[config.mk]
export PLATFORM = sky130hd
export DESIGN_NAME = bin_to_bcd_serial
export DESIGN_NICKNAME = d
export VERILOG_FILES = /design/src/rtl/bcd_pkg.sv /design/src/rtl/bcd_digit_adj.sv /design/src/rtl/bin_to_bcd_serial.sv
export SDC_FILE = /design/constraint.sdc
export NUM_CORES = 1
export LEC_CHECK = 0
export CORE_MARGIN = 8
export CORE_UTILIZATION = 57
export CTS_BUF_LIST = sky130_fd_sc_hd__clkbuf_4 sky130_fd_sc_hd__clkbuf_8
export DETAILED_ROUTE_END_ITERATION = 8
export PLACE_DENSITY_LB_ADDON = 0.12
export SYNTH_ARGS = -nofsm -noshare
export SYNTH_HDL_FRONTEND = slang
export SYNTH_SLANG_ARGS = --single-unit
[constraint.sdc]
create_clock -name clk -period 3.6 [get_ports clk]
set_input_delay 0.72 -clock clk [delete_from_list [all_inputs] [get_ports clk]]
set_output_delay 0.72 -clock clk [all_outputs]
set_load 0.005 [all_outputs]
[src/rtl/bcd_pkg.sv]
// bcd_pkg: shared encodings and constants for the serial binary-to-BCD converter.
package bcd_pkg;
   typedef enum logic [1:0] {ST_IDLE, ST_SHIFT, ST_DONE} state_t;
   localparam int DIGIT_W    = 4;
   localparam int ADJ_THRESH = 5;
   localparam int ADJ_ADD    = 3;
endpackage

[src/rtl/bcd_digit_adj.sv]
// bcd_digit_adj: one double-dabble digit correction (add 3 when digit >= 5).
module bcd_digit_adj
   import bcd_pkg::*;
(
   input  logic [DIGIT_W-1:0] d,
   output logic [DIGIT_W-1:0] q
);
   assign q = (d >= DIGIT_W'(ADJ_THRESH)) ? d + DIGIT_W'(ADJ_ADD) : d;
endmodule

[src/rtl/bin_to_bcd_serial.sv]
// bin_to_bcd_serial: one-bit-per-clock double-dabble binary to packed BCD converter.
// Optional leading-zero blank mask enabled by defining BCD_BLANK_EN.
module bin_to_bcd_serial
   import bcd_pkg::*;
#(
   parameter int IN_W   = 12,
   parameter int DIGITS = 4,
   parameter int CNT_W  = 4
) (
   input  logic                      clk,
   input  logic                      rst_n,
   input  logic                      in_valid,
   output logic                      in_ready,
   input  logic [IN_W-1:0]           in_bin,
   output logic                      out_valid,
   output logic [DIGIT_W*DIGITS-1:0] out_bcd,
   output logic                      out_ovf,
   output logic [DIGITS-1:0]         out_blank
);
   localparam int BW = DIGIT_W*DIGITS;
   state_t            state;
   logic [CNT_W-1:0]  cnt;
   logic [IN_W-1:0]   shreg;
   logic [BW-1:0]     work;
   logic [BW-1:0]     adj;
   logic              ovf_acc;
   assign in_ready = (state == ST_IDLE);
   for (genvar g = 0; g < DIGITS; g++) begin : g_adj
      bcd_digit_adj u_adj (
         .d(work[g*DIGIT_W +: DIGIT_W]),
         .q(adj[g*DIGIT_W +: DIGIT_W])
      );
   end
`ifdef BCD_BLANK_EN
   logic [DIGITS-1:0] blank_nx;
   logic              zero;
   // A digit is blank when it and every digit above it are zero; ones digit always shown.
   always_comb begin
      blank_nx = '0;
      zero     = 1'b1;
      for (int i = DIGITS-1; i > 0; i--) begin
         zero        = zero & (work[i*DIGIT_W +: DIGIT_W] == '0);
         blank_nx[i] = zero;
      end
   end
`else
   assign out_blank = '0;
`endif
   always_ff @(posedge clk or negedge rst_n) begin
      if (!rst_n) begin
         state     <= ST_IDLE;
         cnt       <= '0;
         shreg     <= '0;
         work      <= '0;
         ovf_acc   <= 1'b0;
         out_valid <= 1'b0;
         out_bcd   <= '0;
         out_ovf   <= 1'b0;
`ifdef BCD_BLANK_EN
         out_blank <= '0;
`endif
      end else begin
         out_valid <= 1'b0;
         case (state)
            ST_IDLE: if (in_valid) begin
               shreg   <= in_bin;
               work    <= '0;
               cnt     <= '0;
               ovf_acc <= 1'b0;
               state   <= ST_SHIFT;
            end
            ST_SHIFT: begin
               // Bit shifted out of the top digit means the value needs more digits.
               {work, shreg} <= {adj[BW-2:0], shreg, 1'b0};
               ovf_acc       <= ovf_acc | adj[BW-1];
               cnt           <= cnt + 1'b1;
               if (cnt == CNT_W'(IN_W-1)) state <= ST_DONE;
            end
            ST_DONE: begin
               out_bcd   <= work;
               out_ovf   <= ovf_acc;
               out_valid <= 1'b1;
`ifdef BCD_BLANK_EN
               out_blank <= blank_nx;
`endif
               state     <= ST_IDLE;
            end
            default: state <= ST_IDLE;
         endcase
      end
   end
endmodule

==> summary.txt <==
Run status
  – Status: finished, final reports clean

STA
  – Final WS setup: 1.208 ns
  – Rel. slew slack: 0.5309
  – Max Clock Freq: 0.4181 GHz
  – Setup TNS: 0 ns
  – Least-Margin Pin Slew: 0.7037 ns
  – Setup violators final: 0
  – Pins Over Slew Limit: 0
  – Post-route clock period utilization: 0.6645
  – Unrepaired setup endpoints after global routing: no
  – Final Hold Fails: 0
  – Skew final: 0.01060 ns
  – Fin crit period: about 2.4 ns

Power
  – P per Cell Area: 821.9 mW/mm^2
  – Leak: 1.281 nW
  – Max rail drop VDD: 0.4713 mV

Die
  – Core ar.: 0.004354 mm^2
  – DIE WIDTH: 83.07 um
  – Die ar.: 0.006900 mm^2
  – Initial Utilization: 0.5888
  – I/O pins: 38
  – Rows: 24
  – Height of the die: 83.07 um

Clock tree
  – # hold bufs at CTS: 0
  – CTS buffer count: 5
  – H-tree level count: 2
  – # resized after CTS: 0
  – Skew-Pair Late Insertion Delay: 0.31 ns
  – Reg clk slew, reported paths: approximately 0.090 ns
  – Worst-case clock buffer depth: 2
  – Root buffer selected by CTS: clkbuf_8
  – # clock sinks: 53
  – CTS tree: built
  – Post-CTS setup repair buffer count: 0

Yosys
  – Number of enable flip-flop cells after synthesis: 0
  – Number of library cell types mapped by synthesis: 37
  – Synthesized area: 0.002564 mm^2
  – Most used DFF post-synth: dfrtp_1
  – Async SR Flop Fraction: 1.000
  – Syn avg cell area: 10.46 um^2
  – Seq/Total Area, Yosys: 0.5173
  – Post-Syn Instances: 245
  – Yosys warns: 0
  – Yosys reg bits: 53

Finish
  – Area grow syn2layout: 14.98%
  – Layout cell share with drive strength beyond 1: 0.06569
  – Design Area, Final: just under 0.003 mm^2
  – Final nets: 297
  – Fin util: 0.6770
  – Post-route insts no fill: 326
  – N_diodes: 0
  – Number of fill cells: 365

Route
  – Detail Route Antenna Nets: 0
  – Routed vias: roughly 1900
  – DRC: 0
  – DR iter-0 viols: around 210
  – Initial DRT Pass Iterations: 4
  – Drt total wl: 5069 um
  – DR WL/cell: 15.55 um
  – Vias/cell: 5.693

Global routing
  – Gr usage total: 0.1555
  – Grt peak-use layer: met2
  – Met3 Usage GRT: 0.04590
  – First-pass GRT wire length: 9039 um
  – Met1 Use GR: 0.1832
  – Pin count of the biggest net entering global routing: 32
  – Met2 Usage GRT: 0.2581
  – Grt ovf: 0
  – Initial antenna violation count: 0
  – Vias in the first global route: a little under 2000

Critical path
  – CP endpoint kind: output pin
  – CP startpoint: state[0]
  – Crit path required time: approximately 2.9 ns
  – Kind of critical path: register to output pin
  – Reg2reg start: state[0]
  – R2R Setup Slk: about 1.6 ns
  – R2R depth: 3
  – Worst-path maximum fanout: 20
  – Worst r2r dst: out_ovf
  – Critical Path AT: 1.67 ns
  – Crit path launch type: register
  – Setup crit end: in_ready

Placed design
  – DP HPWL: 3648 um
  – GP Congestion: just over 0.8
  – Place WS: approximately 1.2 ns
  – Dpl cells: 318
  – Dpl cell area: 0.002856 mm^2
  – IO Port Bufs: 33

Flow run
  – Max cap viols: 0

Worst hold path
  – HP Class: input port to asynchronous set/reset pin
[power by group]
group          total [mW]  internal [mW]  leakage [nW]  switching, mW
combinational        1.06          0.507         0.539          0.555
clock               0.341          0.153        0.0453          0.188
sequential           1.02          0.827         0.697          0.194
[logic make-up (layout without fill, tap and decap cells)]
group / after synthesis / count (layout) / share of synthesized area
simple gates: 52 / 52 / 0.09273
xor+xnor: 4 / 4 / 0.01366
buf+inv: 38 / 64 / 0.08052
other cells: 1 / 4 / 0.001463
compound gates: 86 / 86 / 0.2421
fa+ha+maj: 9 / 9 / 0.04392
mux: 2 / 2 / 0.008297
flops: 53 / 53 / 0.5173
[area by class of cell]
cell class / instances / area [um^2] / share of cell area
clock inverter: 1 / 7.507 / 0.002547
inverter: 20 / 75.07 / 0.02547
timing repair buffer: 36 / 347.8 / 0.1180
multi-input combinational: 157 / 1042 / 0.3536
sequential: 53 / 1326 / 0.4499
clock buffer: 7 / 83.83 / 0.02844
tap: 52 / 65.06 / 0.02207
[synth_stat cells, types with 2 or more instances]
cell | count | area (um^2)
ha_1 | 9 | 112.6
o32ai_1 | 3 | 26.28
a21oi_1 | 2 | 10.01
buf_2 | 3 | 15.01
o311ai_1 | 4 | 35.03
o2111ai_1 | 8 | 70.07
nor2b_1 | 8 | 50.05
inv_1 | 20 | 75.07
xnor2_1 | 4 | 35.03
o21a_1 | 4 | 30.03
a22oi_1 | 11 | 82.58
o31ai_1 | 4 | 30.03
o221ai_1 | 4 | 35.03
o21ai_0 | 33 | 165.2
buf_6 | 4 | 45.04
dfrtp_1 | 53 | 1326
nand2_1 | 37 | 138.9
buf_4 | 8 | 60.06
a32o_1 | 5 | 50.05
clkbuf_1 | 3 | 11.26
nor2_1 | 2 | 7.510
[metal layers]
layer	part of all wire	wire, um
met5	0	0
met1	0.45	2265
met2	0.49	2471
met3	0.049	248
met4	0.017	84
[through the flow]
step	hold WS, ns	power [mW]
after CTS	0.4642	2.441
final	0.4394	2.423
after floorplan	0.4244	1.794
after global routing	0.4896	2.641
after detailed placement	0.4692	2.098
after global placement	0.4605	2.058
[critical path, cell delays in order, from the launching register on]
cell and delay [ns]:
dfrtp_1 0.81, nor2_1 0.10, clkdlybuf4s50_1 0.47
[placed cells by master (no fill, tap or decap), types with 2 or more instances in the layout]
cell type         n
a21oi_1           2
a22oi_1          11
a32o_1            5
buf_4             3
clkbuf_4          2
clkbuf_8          5
clkdlybuf4s50_1  32
conb_1            4
dfrtp_1          53
ha_1              9
inv_1            20
nand2_1          37
nor2_1            2
nor2b_1           8
o2111ai_1         8
o21a_1            4
o21ai_0          33
o221ai_1          4
o311ai_1          4
o31ai_1           4
o32ai_1           3
xnor2_1           4
[how the worst min path moves through the flow]
| stage | from | endpoint | slack, ns | cells past startpoint |
|---|---|---|---|---|
| floorplan | rst_n | cnt[0] | 0.42 | 0 |
| global placement | out_bcd[0] | out_bcd[0] | 0.46 | 2 |
| detailed placement | out_bcd[1] | out_bcd[1] | 0.47 | 2 |
| CTS | rst_n | shreg[0] | 0.46 | 1 |
| global route | rst_n | shreg[0] | 0.49 | 1 |
| finish | rst_n | shreg[0] | 0.44 | 1 |
[flip-flops by register name (all words and copies together), names as in the netlist]
| name | cells |
|---|---|
| out_bcd | 16 |
| work | 16 |
| shreg | 12 |
| cnt | 4 |
| state | 2 |
| out_ovf | 1 |
| out_valid | 1 |
| ovf_acc | 1 |
Power figures use the tool's default switching activity.
